$ cat config.mk
export PLATFORM = sky130hd
export DESIGN_NAME = odd_chk_rx
export DESIGN_NICKNAME = d
export VERILOG_FILES = /design/src/rtl/odd_chk_rx_pkg.sv /design/src/rtl/odd_chk_rx_sat_cnt.sv /design/src/rtl/odd_chk_rx.sv
export SDC_FILE = /design/constraint.sdc
export NUM_CORES = 1
export LEC_CHECK = 0
export ABC_AREA = 1
export BUFFER_PORTS_ARGS = -buffer_cell sky130_fd_sc_hd__buf_2
export CORE_MARGIN = 2
export CORE_UTILIZATION = 60
export CTS_CLUSTER_DIAMETER = 30
export DETAILED_ROUTE_END_ITERATION = 12
export GPL_TIMING_DRIVEN = 0
export PLACE_DENSITY = 0.79
export SLEW_MARGIN = 20
export SYNTH_ARGS = -nofsm -noshare
export SYNTH_HDL_FRONTEND = slang
export SYNTH_HIERARCHICAL = 1
export SYNTH_SLANG_ARGS = --single-unit
$ cat constraint.sdc
create_clock -name clk -period 2.1 [get_ports clk]
set_clock_uncertainty 0.2 [all_clocks]
set_input_delay 0.42 -clock clk [delete_from_list [all_inputs] [get_ports clk]]
set_output_delay 0.42 -clock clk [all_outputs]
set_load 0.02 [all_outputs]
$ cat src/rtl/odd_chk_rx_pkg.sv
// Shared definitions for the odd/even parity generator and checker pair:
// parity-mode encodings, default word width and receiver FSM states.
package odd_sel_pkg;

  localparam int DEF_DATA_W = 32;

  // sel encoding shared with the generator: XOR of data vs XNOR of data.
  localparam logic PAR_XOR  = 1'b1;
  localparam logic PAR_XNOR = 1'b0;

  typedef enum logic [1:0] {
    IDLE = 2'd0,
    DATA = 2'd1,
    PAR  = 2'd2
  } rx_state_e;

endpackage

$ cat src/rtl/odd_chk_rx_sat_cnt.sv
// Saturating up-counter with synchronous clear; clear beats increment.
module sat_cnt #(
  parameter int W = 8
) (
  input  logic         clk,
  input  logic         rst_n,
  input  logic         inc,
  input  logic         clr,
  output logic [W-1:0] cnt
);

  // NOTE: sequential state uses non-blocking (<=) so every flop samples
  // pre-edge values regardless of process ordering.
  always_ff @(posedge clk or negedge rst_n) begin
    if (!rst_n)
      cnt <= '0;
    else if (clr)
      cnt <= '0;
    else if (inc && (cnt != '1))
      cnt <= cnt + 1'b1;
  end

endmodule

$ cat src/rtl/odd_chk_rx.sv
// Serial parity-checking receiver: deserializes DATA_W bits MSB first plus a
// trailing parity bit, flags mismatches and counts bad frames.
module odd_chk_rx
  import odd_sel_pkg::*;
#(
  parameter int DATA_W = DEF_DATA_W,
  parameter int CNT_W  = 8
) (
  input  logic              clk,
  input  logic              rst_n,
  input  logic              sel,
  input  logic              din,
  input  logic              din_vld,
  input  logic              din_sof,
  input  logic              clr_cnt,
  output logic [DATA_W-1:0] dout,
  output logic              dout_vld,
  output logic              par_err,
  output logic              par_rx,
  output logic [CNT_W-1:0]  err_cnt,
  output logic              busy
);

  localparam int BC_W = $clog2(DATA_W + 1);
  localparam logic [BC_W-1:0] LAST_BIT = BC_W'(DATA_W - 1);

  rx_state_e         state, state_nxt;
  logic [BC_W-1:0]   bit_cnt;
  logic [DATA_W-1:0] shift;
  logic              run_par;
  logic              sel_q;
  logic              start;
  logic              exp_par;

  // A flagged first bit restarts a frame from any state.
  assign start   = din_vld & din_sof;
  assign exp_par = (sel_q == PAR_XOR) ? run_par : ~run_par;

  always_ff @(posedge clk or negedge rst_n) begin
    if (!rst_n) state <= IDLE;
    else        state <= state_nxt;
  end

  // NOTE: default assignment first so every path drives state_nxt and no
  // latch is inferred.
  always_comb begin
    state_nxt = state;
    case (state)
      IDLE:    if (start) state_nxt = DATA;
      DATA:    if (start) state_nxt = DATA;
               else if (din_vld && (bit_cnt == LAST_BIT)) state_nxt = PAR;
      PAR:     if (start) state_nxt = DATA;
               else if (din_vld) state_nxt = IDLE;
      default: state_nxt = IDLE;
    endcase
  end

  always_comb begin
    busy = (state != IDLE);
  end

  // NOTE: the shift register is ordinary flops, so it is reset along with
  // the rest of the datapath; nothing here maps onto a RAM.
  always_ff @(posedge clk or negedge rst_n) begin
    if (!rst_n) begin
      bit_cnt  <= '0;
      shift    <= '0;
      run_par  <= 1'b0;
      sel_q    <= 1'b0;
      dout     <= '0;
      dout_vld <= 1'b0;
      par_err  <= 1'b0;
      par_rx   <= 1'b0;
    end else begin
      dout_vld <= 1'b0;
      if (start) begin
        shift   <= {{(DATA_W-1){1'b0}}, din};
        run_par <= din;
        sel_q   <= sel;
        bit_cnt <= BC_W'(1);
      end else if (din_vld) begin
        case (state)
          DATA: begin
            shift   <= {shift[DATA_W-2:0], din};
            run_par <= run_par ^ din;
            bit_cnt <= bit_cnt + 1'b1;
          end
          PAR: begin
            dout     <= shift;
            par_rx   <= din;
            par_err  <= (din != exp_par);
            dout_vld <= 1'b1;
            bit_cnt  <= '0;
          end
          default: ;
        endcase
      end
    end
  end

  sat_cnt #(.W(CNT_W)) u_err_cnt (
    .clk   (clk),
    .rst_n (rst_n),
    .inc   (dout_vld & par_err),
    .clr   (clr_cnt),
    .cnt   (err_cnt)
  );

endmodule

# [Yosys cells after proc, flatten, opt, wreduce, memory -nomap -nowiden]
# Cells that the tools add are included.
[totals] register_bits=85 in_bits=7 out_inout_bits=44 elab_cells=58
[classes] add_sub_neg=2 n_eq_ne=8 mux=21 bitwise=5 n_reduce_logical=12
[op_table] operator="2-to-1 mux 32 bit" n=3
[op_table] operator="2-to-1 mux 8 bit" n=2
[op_table] operator="2-to-1 mux 6 bit" n=2
[op_table] operator="case mux 6 bit (2 select lines)" n=1
[op_table] operator="2-to-1 mux 2 bit" n=5
[op_table] operator="adder 8 x 1 -> 8 bit, second input constant" n=1
[op_table] operator="!= test 8 bit, second input constant" n=1
[op_table] operator="nonzero test 2 bit" n=4
[op_table] operator="2-to-1 mux 1 bit" n=7
[op_table] operator="adder 6 x 1 -> 6 bit, second input constant" n=1
[op_table] operator="== test 6 x 5 -> 1 bit, second input constant" n=1
[op_table] operator="!= test 3 bit, second input constant" n=2
[op_table] operator="case mux 2 bit (3 select lines)" n=1
[op_table] operator="AND reduction 3 bit" n=2
[op_table] operator="AND reduction 2 bit" n=2
[op_table] operator="nonzero test 3 bit" n=1
[op_table] operator="bitwise AND 1 bit" n=2
[op_table] operator="== test 2 x 1 -> 1 bit, second input constant" n=1
[op_table] operator="== test 2 bit, second input constant" n=1
[op_table] operator="logical AND 1 bit" n=2
[op_table] operator="logical NOT 2 bit" n=1
[op_table] operator="!= test 2 bit, second input constant" n=1
[op_table] operator="NOT 1 bit" n=2
[op_table] operator="!= test 1 bit" n=1
[op_table] operator="XOR 1 bit" n=1

# [Depth between registers and ports, before layout]
# Gate-level depths: netlist of the first run.
[logic_depth] depth_word=5 mapped_depth=9 mapped_depth_nobuf=9

# [Modules after synthesis]
# The synthesis of the first run kept the hierarchy.
[modules_own_cells] module="odd_chk_rx" instances=1 cells_each=308 area_each_um2=3136.8 seq_area_each_um2=1926.8
[modules_own_cells] module="sat_cnt" instances=1 cells_each=74 area_each_um2=511.7 seq_area_each_um2=200.2

# [Least setup slack after synthesis of the first run]
# No wires, ideal clock.
[synth_timing] path_type="reg-to-reg" start="reg u_err_cnt.cnt[0]" end="reg u_err_cnt.cnt[7]" setup_time_ns=0.113 arrival_time_ns=1.250 required_ns=1.787 setup_slack_ns=0.537 path_stages_with_launch=8 path_buffers=0 period_less_slack_ns=1.563 path_cell_list="dfrtp_1 > ha_1 > nand2_2 > nor2_2 > a21oi_1 > nand3_1 > nand2_1 > inv_1"
[synth_via] elab_chain_len=3 word_cells_on_any_way=6 classes_between="add/sub: 1; eq/ne: 1; mux: 2; reduce/logical: 2"
[synth_lines] element="start: declaration" line="odd_chk_rx_sat_cnt.sv:9" rtl="output logic [W-1:0] cnt"
[synth_lines] element="start signal: assignment" line="odd_chk_rx_sat_cnt.sv:20" rtl="cnt <= cnt + 1'b1;"
[synth_lines] element="adder 8 x 1 -> 8 bit / != test 8 bit (equally long branches)" line="odd_chk_rx_sat_cnt.sv:20, odd_chk_rx_sat_cnt.sv:19"
[synth_lines] element="2-to-1 mux 8 bit / logical AND 1 bit (equally long branches)" line="odd_chk_rx_sat_cnt.sv:19" rtl="else if (inc && (cnt != '1))"
[synth_lines] element="2-to-1 mux 8 bit / nonzero test 2 bit (equally long branches)"
# Several ways; a longest one is shown, not always the timed one. The select of a mux whose other input is x is not followed.
# A chain may end at the register's enable or synchronous reset.

# [Worst setup path in the final report of the first run]
[layout_timing] start="reg state[1]" end="out busy"
[layout_via] elab_chain_len=1
[layout_lines] element="start: declaration" line="odd_chk_rx.sv:27" rtl="rx_state_e state, state_nxt;"
[layout_lines] element="start signal: assignment" line="odd_chk_rx.sv:41" rtl="else state <= state_nxt;"
[layout_lines] element="nonzero test 2 bit" line="odd_chk_rx.sv:59" rtl="busy = (state != IDLE);"
[layout_lines] element="end: declaration" line="odd_chk_rx.sv:21" rtl="output logic busy"
# No other way between the ends.

==> results of run 1 <==
==> worst reg2reg max path, delay by kind of cell, from the launching register on <==
family / cells / cell delay [ns]
flops: 1 / 0.42
simple gates: 4 / 0.36
compound gates: 1 / 0.34
fa+ha+maj: 1 / 0.25
buf+inv: 1 / 0.03
==> logic make-up (layout without fill, tap and decap cells) <==
group	count (synthesis)	count (layout)	synth area share (%)
buf+inv	78	144	10.4
xor+xnor	2	2	0.480
flops	85	85	58.3
compound gates	81	81	13.3
simple gates	134	134	16.8
fa+ha+maj	2	2	0.686
==> synth_stat cells (all sizes together) <==
library cell / instances
inv: 63
nand4: 2
ha: 2
a21oi: 7
dfrtp: 85
buf: 9
clkinv: 1
nand3b: 2
nor3: 3
nand3: 19
nand2: 94
o21ai: 41
or2: 1
clkbuf: 5
xnor2: 1
nor2: 13
o22ai: 31
o21bai: 2
xor2: 1
==> power by group through the flow <==
stage / logic (uW) / registers [uW] / clock network, uW
after floorplan: 260 / 1820 / 0
after global placement: 383 / 1800 / 0
after detailed placement: 399 / 1800 / 0
after CTS: 404 / 1770 / 1130
after global routing: 460 / 1790 / 1200
final: 400 / 1770 / 1120
==> final cells by class <==
type | count | area, sq um | area share (%)
sequential | 85 | 2130 | 50.5
multi-input combinational | 219 | 1140 | 27.1
timing repair buffer | 51 | 285 | 6.77
inverter | 64 | 245 | 5.82
buffer | 14 | 134 | 3.18
clock buffer | 9 | 124 | 2.94
tap | 75 | 93.8 | 2.23
clock inverter | 6 | 62.6 | 1.48
==> stage by stage <==
step / std cells / hold slack [ns]
floorplan: 382 / -0.0756
global placement: 506 / 0.263
detailed placement: 507 / 0.151
CTS: 523 / 0.0873
global route: 523 / 0.0873
finish: 523 / 0.0931
==> routing by layer <==
metal,vias up,global-route usage (%)
met4,0,8.50
li1,1353,-
met5,-,0
met1,1335,31.2
met3,9,4.07
met2,59,35.8
==> worst paths after layout <==
path	startpoint	end	slack, ns
worst max-delay path	state[1]$_DFFE_PN0P_	busy	0.35
worst min-delay path	sel	sel_q$_DFFE_PN0P_	0.09
max in group asynchronous	rst_n	shift[28]$_DFFE_PN0P_	0.77
min in group asynchronous	rst_n	shift[4]$_DFFE_PN0P_	0.32
worst min register to register	dout[30]$_DFFE_PN0P_	dout[30]$_DFFE_PN0P_	0.29
worst max register to register	u_err_cnt/cnt[0]$_DFFE_PN0P_	u_err_cnt/cnt[7]$_DFFE_PN0P_	0.40
==> registers in the layout (all words and copies together) (netlist names) <==
register,cells
dout,32
shift,32
u_err_cnt/cnt,8
bit_cnt,6
state,2
dout_vld,1
par_err,1
par_rx,1
run_par,1
sel_q,1
==> run summary, run 1 <==
STATUS
-----------------------------------------------------------------------------------------------
Status                                                                             complete, no violations

CRITICAL PATH
-----------------------------------------------------------------------------------------------
Cell count of the worst reg-to-reg path                                                       7
Gate family responsible for the most delay along the worst path                      flip-flops
Critical-path top delay cell                                                       sky130_fd_sc_hd__dfrtp_1
Category of the most critical setup path                                                reg2out
Crit path buffers/inverters                                                                   2
Largest driver fanout on the critical path                                                    4
Worst-path cell chain                                                              inv_1, nand2_1, buf_2
Cell depth of the worst setup path                                                            3
Critical path required time                                                             1.48 ns
Largest stage delay, worst path                                                         0.45 ns
Element type at the critical path end                                              primary output
Kind of start point of the critical path                                                   flop
Worst EP arrival                                                                        1.13 ns

YOSYS
-----------------------------------------------------------------------------------------------
Top post-synthesis cells by area                                                   sky130_fd_sc_hd__dfrtp_1 (58%), sky130_fd_sc_hd__nand2_1 (9.1%), sky130_fd_sc_hd__inv_1 (6.2%), sky130_fd_sc_hd__o22ai_1 (4.8%), sky130_fd_sc_hd__o21ai_1 (3.7%)
Avg Inst Size Synth                                                                  9.55 sq um
Synth unique cells                                                                           34
Netlist Area Pre-Place                                                             0.00365 sq mm
Area fraction of the dominant cell type after synthesis                                   58.3%
Library cell with the largest summed area after synthesis                          sky130_fd_sc_hd__dfrtp_1
Cell count after synthesis                                                                  382
Net Count, Synth                                                                            391
Sequential area share after synthesis                                                     58.3%
Number of synthesized register bits                                                          85
Number of warnings issued by yosys                                                            6

TIMING
-----------------------------------------------------------------------------------------------
Worst Max-Slew Pin Slew                                                                0.460 ns
TNS Setup                                                                                  0 ns
Final clock period utilization by the worst path                                          83.2%
Final-report hold violation count                                                             0
Number of failing setup endpoints in the final timing report                                  0
Headroom to the max-slew limit                                                            69.3%
Post-layout minimum cycle time                                                          1.75 ns
Unrepaired setup endpoints after global routing                                              no
Number of pins exceeding their max-slew limit in the final report                             0
Peak clock frequency supported by timing                                                572 MHz
Fin worst setup slack                                                                  0.353 ns

FLOORPLAN
-----------------------------------------------------------------------------------------------
Initial standard-cell utilization of the core                                             62.0%
Total Die Area                                                                     0.00672 sq mm
I/O pin total                                                                                51
Core Area                                                                          0.00589 sq mm
Die extent in x                                                                         82.0 um
Die height                                                                              82.0 um
Count of standard-cell rows                                                                  28

GLOBAL ROUTING
-----------------------------------------------------------------------------------------------
Maximum number of pins on one net before global-route repair                                 61
Total routing resource utilization after global routing                                   22.6%
Global-route wire length before repair                                                  11.6 mm
Number of antenna violations at the first check in global routing                             0
Via count of the first global-routing pass                                                 2569
GR Overflow Total                                                                             0

CLOCKING
-----------------------------------------------------------------------------------------------
Skew-Pair Late Insertion Delay                                                          0.35 ns
H-tree depth                                                                                  3
Number of resized instances in the post-cts repair step                                       0
Maximum buffer depth of the clock tree                                                        2
TritonCTS Sinks                                                                              85
Clock root buffer                                                                  sky130_fd_sc_hd__clkbuf_8
Num CTS Buffers                                                                               9
Clock tree from TritonCTS                                                                 built
Number of buffers inserted to repair setup after CTS                                          0
Post-CTS Hold Buffers                                                                         1
Clock input transition at the sequential cells of the worst setup and hold paths        0.09 ns

FINAL LAYOUT
-----------------------------------------------------------------------------------------------
Fraction of final layout cells with drive strength greater than 1                         23.0%
Count of fill cells added during filler insertion                                           437
Final core utilization                                                                    71.6%
Number of antenna repair diodes                                                               0
Most common cell after layout, fill and taps aside                                 sky130_fd_sc_hd__nand2_1
Area Overhead vs Synth                                                                    15.5%
# nets final                                                                                453
Highest-count cells in the layout ignoring fill and taps                           sky130_fd_sc_hd__nand2_1 (88), sky130_fd_sc_hd__dfrtp_1 (85), sky130_fd_sc_hd__inv_1 (60)
Final design instance area without fill                                            0.00421 sq mm

PLACEMENT
-----------------------------------------------------------------------------------------------
Placer Congestion                                                                         0.852
Worst setup slack after placement                                                      0.426 ns
Detailed Place HPWL                                                                     4.78 mm
Post-Place Cell Area                                                               0.00402 sq mm
Buffers added on ports                                                                       49

PWR
-----------------------------------------------------------------------------------------------
Portion of total power attributed to combinational logic                                  12.2%
Cell-internal power                                                                     2400 uW
Peak VDD IR                                                                            0.448 mV
Pwr Density                                                                         781 mW/mm^2
Part of the total power dissipated in sequential elements                                 53.9%
Leakage power                                                                        0.00215 uW
Part of the total power dissipated in the clock network                                   34.0%
Switching component of the power                                                         888 uW
Total Power                                                                             3290 uW
Fraction of power spent switching nets                                                    27.0%

DRT
-----------------------------------------------------------------------------------------------
1st-pass router iterations                                                                    4
Top layer reached by signal wires                                                          met4
Length of routed met2 wiring                                                            3.33 mm
Post-DR wirelength/cell                                                                 13.3 um
Post-DR vias/cell                                                                          5.27
Initial detailed-routing violation count                                                    164
Final routed wirelength across all metal layers                                         6.97 mm
Count of antenna-violating nets left after detailed routing                                   0
Routed met1 length                                                                      3.27 mm
Via count                                                                                  2756
Drt drc                                                                                       0
Met3 wire length                                                                         285 um

HOLD PATH
-----------------------------------------------------------------------------------------------
Min-Delay Path Depth                                                                          3
Class of the worst hold path                                                             in2reg

RUN
-----------------------------------------------------------------------------------------------
Maximum Capacitance Violations                                                                0

Power figures use the tool's default switching activity.
==> inputs of run 2 (changes only) <==
Settings changed: CORE_UTILIZATION 60 to 57, PLACE_DENSITY 0.79 to 0.75.
Clock period 2.1 ns to 1.8 ns, I/O delays scaled along.
==> run 2 against run 1 <==
  * Register-to-register slack got worse by 0.26 ns
  * Clock power rose by 25%
  * Combinational power rose by 16%
  * Sequential share of layout area fell by 0.30 points
  * Critical endpoint unchanged
  * Highest routed layer unchanged
==> run summary, run 2 (synthesis gave the netlist of run 1 again) <==
STATUS
-----------------------------------------------------------------------------------------------
Status                                                                             complete, no violations

CLOCKING
-----------------------------------------------------------------------------------------------
Clock input transition at the sequential cells of the worst setup and hold paths        0.09 ns
Skew-Pair Late Insertion Delay                                                          0.35 ns
Number of buffers inserted to repair setup after CTS                                          0
Maximum buffer depth of the clock tree                                                        2
Clock root buffer                                                                  sky130_fd_sc_hd__clkbuf_8
Clock tree from TritonCTS                                                                 built
Num CTS Buffers                                                                               9
TritonCTS Sinks                                                                              85
H-tree depth                                                                                  3

DRT
-----------------------------------------------------------------------------------------------
Final routed wirelength across all metal layers                                         6.73 mm
Count of antenna-violating nets left after detailed routing                                   0
Via count                                                                                  2691
Initial detailed-routing violation count                                                    146
Post-DR wirelength/cell                                                                 12.8 um
Drt drc                                                                                       0
Post-DR vias/cell                                                                          5.11
1st-pass router iterations                                                                    4

FLOORPLAN
-----------------------------------------------------------------------------------------------
I/O pin total                                                                                51
Total Die Area                                                                     0.00706 sq mm
Count of standard-cell rows                                                                  29
Die height                                                                              84.0 um
Die extent in x                                                                         84.0 um
Initial standard-cell utilization of the core                                             58.1%
Core Area                                                                          0.00628 sq mm

PWR
-----------------------------------------------------------------------------------------------
Switching component of the power                                                        1070 uW
Peak VDD IR                                                                            0.594 mV
Pwr Density                                                                         927 mW/mm^2
Part of the total power dissipated in sequential elements                                 52.6%
Part of the total power dissipated in the clock network                                   35.5%
Leakage power                                                                        0.00215 uW
Portion of total power attributed to combinational logic                                  11.9%
Fraction of power spent switching nets                                                    27.2%
Total Power                                                                             3930 uW
Cell-internal power                                                                     2860 uW

TIMING
-----------------------------------------------------------------------------------------------
Unrepaired setup endpoints after global routing                                              no
Final-report hold violation count                                                             0
Peak clock frequency supported by timing                                                594 MHz
Number of failing setup endpoints in the final timing report                                  0
TNS Setup                                                                                  0 ns
Post-layout minimum cycle time                                                          1.68 ns
Headroom to the max-slew limit                                                            63.9%
Final clock period utilization by the worst path                                          93.6%
Worst Max-Slew Pin Slew                                                                0.541 ns
Hold Worst Slack                                                                      0.0494 ns
Number of pins exceeding their max-slew limit in the final report                             0

HOLD PATH
-----------------------------------------------------------------------------------------------
Class of the worst hold path                                                             in2reg
Hold Path Origin                                                                        din_sof

RUN
-----------------------------------------------------------------------------------------------
Maximum Capacitance Violations                                                                0

FINAL LAYOUT
-----------------------------------------------------------------------------------------------
# nets final                                                                                454
Fraction of final layout cells with drive strength greater than 1                         23.1%
Sequential Area                                                                    0.00213 sq mm
Highest-count cells in the layout ignoring fill and taps                           sky130_fd_sc_hd__nand2_1 (88), sky130_fd_sc_hd__dfrtp_1 (85), sky130_fd_sc_hd__inv_1 (60)
Multi-input combinational cell area                                                0.00114 sq mm
Biggest registers after layout                                                     dout (32), shift (32), u_err_cnt/cnt (8)
Number of antenna repair diodes                                                               0
Most common cell after layout, fill and taps aside                                 sky130_fd_sc_hd__nand2_1
Area Overhead vs Synth                                                                    16.2%
Final core utilization                                                                    67.5%
Count of fill cells added during filler insertion                                           509

PLACEMENT
-----------------------------------------------------------------------------------------------
Detailed Place HPWL                                                                     4.73 mm
Placer Congestion                                                                         0.852
Buffers added on ports                                                                       49

GLOBAL ROUTING
-----------------------------------------------------------------------------------------------
Number of antenna violations at the first check in global routing                             0
Total routing resource utilization after global routing                                   20.7%
Global-route wire length before repair                                                  11.6 mm
Via count of the first global-routing pass                                                 2578
GR Overflow Total                                                                             0
Maximum number of pins on one net before global-route repair                                 45

CRITICAL PATH
-----------------------------------------------------------------------------------------------
Gate family responsible for the most delay along the worst path                      flip-flops
Largest driver fanout on the critical path                                                    4
Worst-path cell chain                                                              inv_1, nand2_1, buf_2
Launch instance of the worst register-to-register path                             u_err_cnt/cnt[1]$_DFFE_PN0P_
Critical-path top delay cell                                                       sky130_fd_sc_hd__dfrtp_1
Element type at the critical path end                                              primary output
Crit path buffers/inverters                                                                   2
Largest stage delay, worst path                                                         0.44 ns
Worst EP arrival                                                                        1.12 ns
Critical path required time                                                             1.24 ns
Kind of start point of the critical path                                                   flop
Start point of the critical path                                                   state[1]$_DFFE_PN0P_
Category of the most critical setup path                                                reg2out

run 2: final cells by class:
cell class	instances	area share, %
Inverter	64	5.79
Tap cell	77	2.27
Sequential cell	85	50.2
Buffer	14	3.16
Multi-Input combinational cell	219	26.9
Clock buffer	10	3.25
Clock inverter	6	1.62
Timing Repair Buffer	52	6.79
run 2: power groups by stage:
stage / Sequential (uW) / Combinational (uW) / Clock [uW]
6_report: 2070 / 466 / 1400
3_5_place_dp: 2110 / 467 / 0
5_1_grt: 2090 / 533 / 1490
2_1_floorplan: 2120 / 304 / 0
3_3_place_gp: 2100 / 448 / 0
4_1_cts: 2070 / 473 / 1430
run 2: path summary, 6_finish.rpt:
path | cells past startpoint | slack (ns) | endpoint
setup reg to reg | 7 | 0.14 | u_err_cnt/cnt[7]$_DFFE_PN0P_
min in group asynchronous | 2 | 0.33 | dout[11]$_DFFE_PN0P_
hold / removal | 2 | 0.05 | dout_vld$_DFF_PN0_
hold reg to reg | 2 | 0.29 | dout[14]$_DFFE_PN0P_
setup / recovery | 3 | 0.12 | busy
max in group asynchronous | 3 | 0.46 | shift[25]$_DFFE_PN0P_
run 2: repair_timing:
action / 4_1_cts / 5_1_grt
resized for setup: 0 / 0
endpoints found under the hold margin: 42 / 0
hold buffers: 2 / 0
run 2: per-stage QoR:
| stage | area (sq um) | instances | setup slack, ns |
|---|---|---|---|
| 2_1_floorplan | 3650 | 382 | 0.237 |
| 3_3_place_gp | 3990 | 508 | -0.487 |
| 3_5_place_dp | 4010 | 509 | 0.162 |
| 4_1_cts | 4240 | 527 | 0.0943 |
| 5_1_grt | 4240 | 527 | 0.0453 |
| 6_report | 4240 | 527 | 0.115 |
run 2: metal layers:
metal	up-vias	global-route usage, %	wire length [um]
met5	-	0	0
met4	0	10.1	149
met3	14	3.26	245
met2	59	30.8	3020
met1	1259	29.8	3320
li1	1359	-	-
==> inputs of run 3 (changes only) <==
Settings changed: ABC_AREA 1 to default, CORE_UTILIZATION 57 to 56, PLACE_DENSITY 0.75 to 0.74.
==> run 3 against run 2 <==
  * Via count fell by 11%
  * Worst hold slack improved by 0.012 ns
  * Sequential power fell by 2%
  * Register-to-register slack got worse by 0.10 ns
  * Count of clock-buffer cells in the layout did not move
  * Flip-flop and latch count did not move
  * Routed wire length fell by 4.4%
  * Sequential share of layout area rose by 1.7 points
  * Critical endpoint unchanged
  * Largest power group unchanged
==> run summary, run 3 <==
DRT
-----------------------------------------------------------------------------------------------
1st-pass router iterations                                                                    4
Post-DR vias/cell                                                                          5.78
Met3 wire length                                                                         249 um
Via count                                                                                  2404
Routed met1 length                                                                      3.12 mm
Count of antenna-violating nets left after detailed routing                                   0
Length of routed met2 wiring                                                            2.98 mm
Final routed wirelength across all metal layers                                         6.43 mm
Drt drc                                                                                       0
Top layer reached by signal wires                                                          met4
Initial detailed-routing violation count                                                    142
Post-DR wirelength/cell                                                                 15.5 um

GLOBAL ROUTING
-----------------------------------------------------------------------------------------------
Global-route wire length before repair                                                  10.9 mm
Via count of the first global-routing pass                                                 2233
GR Overflow Total                                                                             0
Maximum number of pins on one net before global-route repair                                 51
Number of antenna violations at the first check in global routing                             0
Total routing resource utilization after global routing                                   19.5%

CLOCKING
-----------------------------------------------------------------------------------------------
Clock input transition at the sequential cells of the worst setup and hold paths        0.08 ns
Clock root buffer                                                                  sky130_fd_sc_hd__clkbuf_8
Clock tree from TritonCTS                                                                 built
H-tree depth                                                                                  3
Num CTS Buffers                                                                               9
Skew-Pair Late Insertion Delay                                                          0.34 ns
Maximum buffer depth of the clock tree                                                        2
TritonCTS Sinks                                                                              85

CRITICAL PATH
-----------------------------------------------------------------------------------------------
Worst-path cell chain                                                              or2_4, buf_6
Critical-path top delay cell                                                       sky130_fd_sc_hd__dfrtp_2
Largest stage delay, worst path                                                         0.46 ns
Worst EP arrival                                                                        1.20 ns
Largest driver fanout on the critical path                                                    8
Critical path required time                                                             1.24 ns
Category of the most critical setup path                                                reg2out
Element type at the critical path end                                              primary output
Kind of start point of the critical path                                                   flop

YOSYS
-----------------------------------------------------------------------------------------------
Netlist Area Pre-Place                                                             0.00351 sq mm
Cell count after synthesis                                                                  270
Top cells by count, synth                                                          sky130_fd_sc_hd__dfrtp_1 (85), sky130_fd_sc_hd__a22o_1 (32), sky130_fd_sc_hd__mux2_1 (27)
Number of synthesized register bits                                                          85
Sequential area share after synthesis                                                     60.6%
Avg Inst Size Synth                                                                  13.0 sq um
Async set-reset flop share out of synthesis                                                100%
Most common cell in the netlist                                                    sky130_fd_sc_hd__dfrtp_1
Library cell with the largest summed area after synthesis                          sky130_fd_sc_hd__dfrtp_1
EDFF count, synth                                                                             0
Main synth FF type                                                                 sky130_fd_sc_hd__dfrtp_1
Number of warnings issued by yosys                                                            6
Net Count, Synth                                                                            279
Synth unique cells                                                                           46
Top post-synthesis cells by area                                                   sky130_fd_sc_hd__dfrtp_1 (61%), sky130_fd_sc_hd__mux2_1 (8.7%), sky130_fd_sc_hd__a22o_1 (8.0%), sky130_fd_sc_hd__mux2_2 (2.9%), sky130_fd_sc_hd__nand2b_1 (1.4%)
Area fraction of the dominant cell type after synthesis                                   60.6%

TIMING
-----------------------------------------------------------------------------------------------
Unrepaired setup endpoints after global routing                                             yes
Worst Max-Slew Pin Slew                                                                0.626 ns
Final clock period utilization by the worst path                                          97.9%
Hold Worst Slack                                                                      0.0616 ns
Final-report hold violation count                                                             0
Post-layout minimum cycle time                                                          1.76 ns
Headroom to the max-slew limit                                                            58.2%
Number of pins exceeding their max-slew limit in the final report                             0
Fin worst setup slack                                                                 0.0386 ns
Number of failing setup endpoints in the final timing report                                  0
TNS Setup                                                                                  0 ns
Peak clock frequency supported by timing                                                568 MHz

FLOORPLAN
-----------------------------------------------------------------------------------------------
Die height                                                                              83.2 um
Initial standard-cell utilization of the core                                             58.6%
Total Die Area                                                                     0.00691 sq mm
Count of standard-cell rows                                                                  28
Die extent in x                                                                         83.2 um
Core Area                                                                          0.00599 sq mm
I/O pin total                                                                                51

PLACEMENT
-----------------------------------------------------------------------------------------------
Worst setup slack after placement                                                    -0.0729 ns
Buffers added on ports                                                                       50
Placer Congestion                                                                         0.891
Detailed Place HPWL                                                                     4.40 mm
Post-Place Cell Area                                                               0.00388 sq mm

PWR
-----------------------------------------------------------------------------------------------
Leakage power                                                                        0.00212 uW
Peak VDD IR                                                                            0.642 mV
Pwr Density                                                                         844 mW/mm^2

FINAL LAYOUT
-----------------------------------------------------------------------------------------------
Number of antenna repair diodes                                                               0
Biggest registers after layout                                                     dout (32), shift (32), u_err_cnt/cnt (8)
Fraction of final layout cells with drive strength greater than 1                         29.0%
Highest-count cells in the layout ignoring fill and taps                           sky130_fd_sc_hd__dfrtp_1 (82), sky130_fd_sc_hd__buf_2 (55), sky130_fd_sc_hd__a22o_1 (32)
Final design instance area without fill                                            0.00411 sq mm
Area Overhead vs Synth                                                                    17.1%
Most common cell after layout, fill and taps aside                                 sky130_fd_sc_hd__dfrtp_1
# nets final                                                                                346

RUN
-----------------------------------------------------------------------------------------------
Maximum Capacitance Violations                                                                0

STATUS
-----------------------------------------------------------------------------------------------
Status                                                                             complete, no violations

HOLD PATH
-----------------------------------------------------------------------------------------------
Class of the worst hold path                                                             in2reg

==> run 3: cell types whose count changed in the layout (fill, tap and decap cells not counted), moves of 5 or more <==
cell                       delta
sky130_fd_sc_hd__nand2_1     -78
sky130_fd_sc_hd__inv_1       -53
sky130_fd_sc_hd__a22o_1      +32
sky130_fd_sc_hd__mux2_1      +27
sky130_fd_sc_hd__o21ai_1     -26
sky130_fd_sc_hd__o22ai_1     -24
sky130_fd_sc_hd__nand3_1     -12
sky130_fd_sc_hd__mux2_2       +9
sky130_fd_sc_hd__nand2b_1     +8
sky130_fd_sc_hd__buf_2        +6
sky130_fd_sc_hd__buf_4        +5
sky130_fd_sc_hd__clkbuf_1     +5
==> run 3: routing by layer <==
layer / up-vias / GRT usage [%]
li1: 1130 / -
met1: 1203 / 29.1
met2: 64 / 28.8
met3: 7 / 3.78
met4: 0 / 7.00
met5: - / 0
==> run 3: worst paths after layout <==
| path | startpoint | slack [ns] | depth (start not counted) | to |
|---|---|---|---|---|
| worst min register to register | dout[20]$_DFFE_PN0P_ | 0.28 | 1 | dout[20]$_DFFE_PN0P_ |
| worst min-delay path | sel | 0.06 | 2 | sel_q$_DFFE_PN0P_ |
| min in group asynchronous | rst_n | 0.38 | 2 | u_err_cnt/cnt[7]$_DFFE_PN0P_ |
| worst max register to register | u_err_cnt/cnt[0]$_DFFE_PN0P_ | 0.04 | 4 | u_err_cnt/cnt[3]$_DFFE_PN0P_ |
| worst max-delay path | state[0]$_DFFE_PN0P_ | 0.04 | 2 | busy |
| max in group asynchronous | rst_n | 0.41 | 3 | shift[7]$_DFFE_PN0P_ |
==> run 3: through the flow <==
stage | cells | util [%] | total power (uW)
3_5_place_dp | 396 | 64.8 | 2400
5_1_grt | 416 | 68.6 | 3660
4_1_cts | 417 | 68.5 | 3510
2_1_floorplan | 270 | - | 2270
3_3_place_gp | 395 | 64.5 | 2370
6_report | 416 | 68.6 | 3470
==> run 3: cell families after synthesis <==
logic type,Yosys count,synth area share [%]
flops,85,60.6
compound gates,66,14.3
simple gates,54,8.74
mux,37,11.8
buf+inv,23,3.03
xor+xnor,3,0.749
fa+ha+maj,2,0.713
==> run 3: worst max-delay path, delay by kind of cell, from the launching register on <==
| family | cells | cell delay (ns) |
|---|---|---|
| DFF | 1 | 0.46 |
| buffers and inverters | 1 | 0.13 |
| and+or+nand+nor | 1 | 0.27 |
==> run 3: area by class of cell <==
class                           count  area [sq um]
Sequential cell                    85          2130
Timing Repair Buffer               57           327
Clock buffer                       10           128
Buffer                             15          76.3
Clock inverter                      5          28.8
Multi-Input combinational cell    162          1300
Tap cell                           75          93.8
Inverter                            7          26.3
Fill cell                         460          1880
==> run 3: power by group <==
part / leakage, uW / switching, uW / total [uW] / internal (uW)
sequential: 0.00117 / 60.2 / 2030 / 1970
combinational: 0.000872 / 207 / 339 / 133
clock: 0.0000856 / 611 / 1100 / 486
total: 0.00212 / 878 / 3470 / 2590
==> run 3: repair_timing <==
action                                  CTS  global route
pin swaps                                 3             1
hold buffers                              1             0
endpoints found under the hold margin    49             0
resized for setup                         6             4
endpoints found under the setup margin   29            58
buffers inserted                          5             0
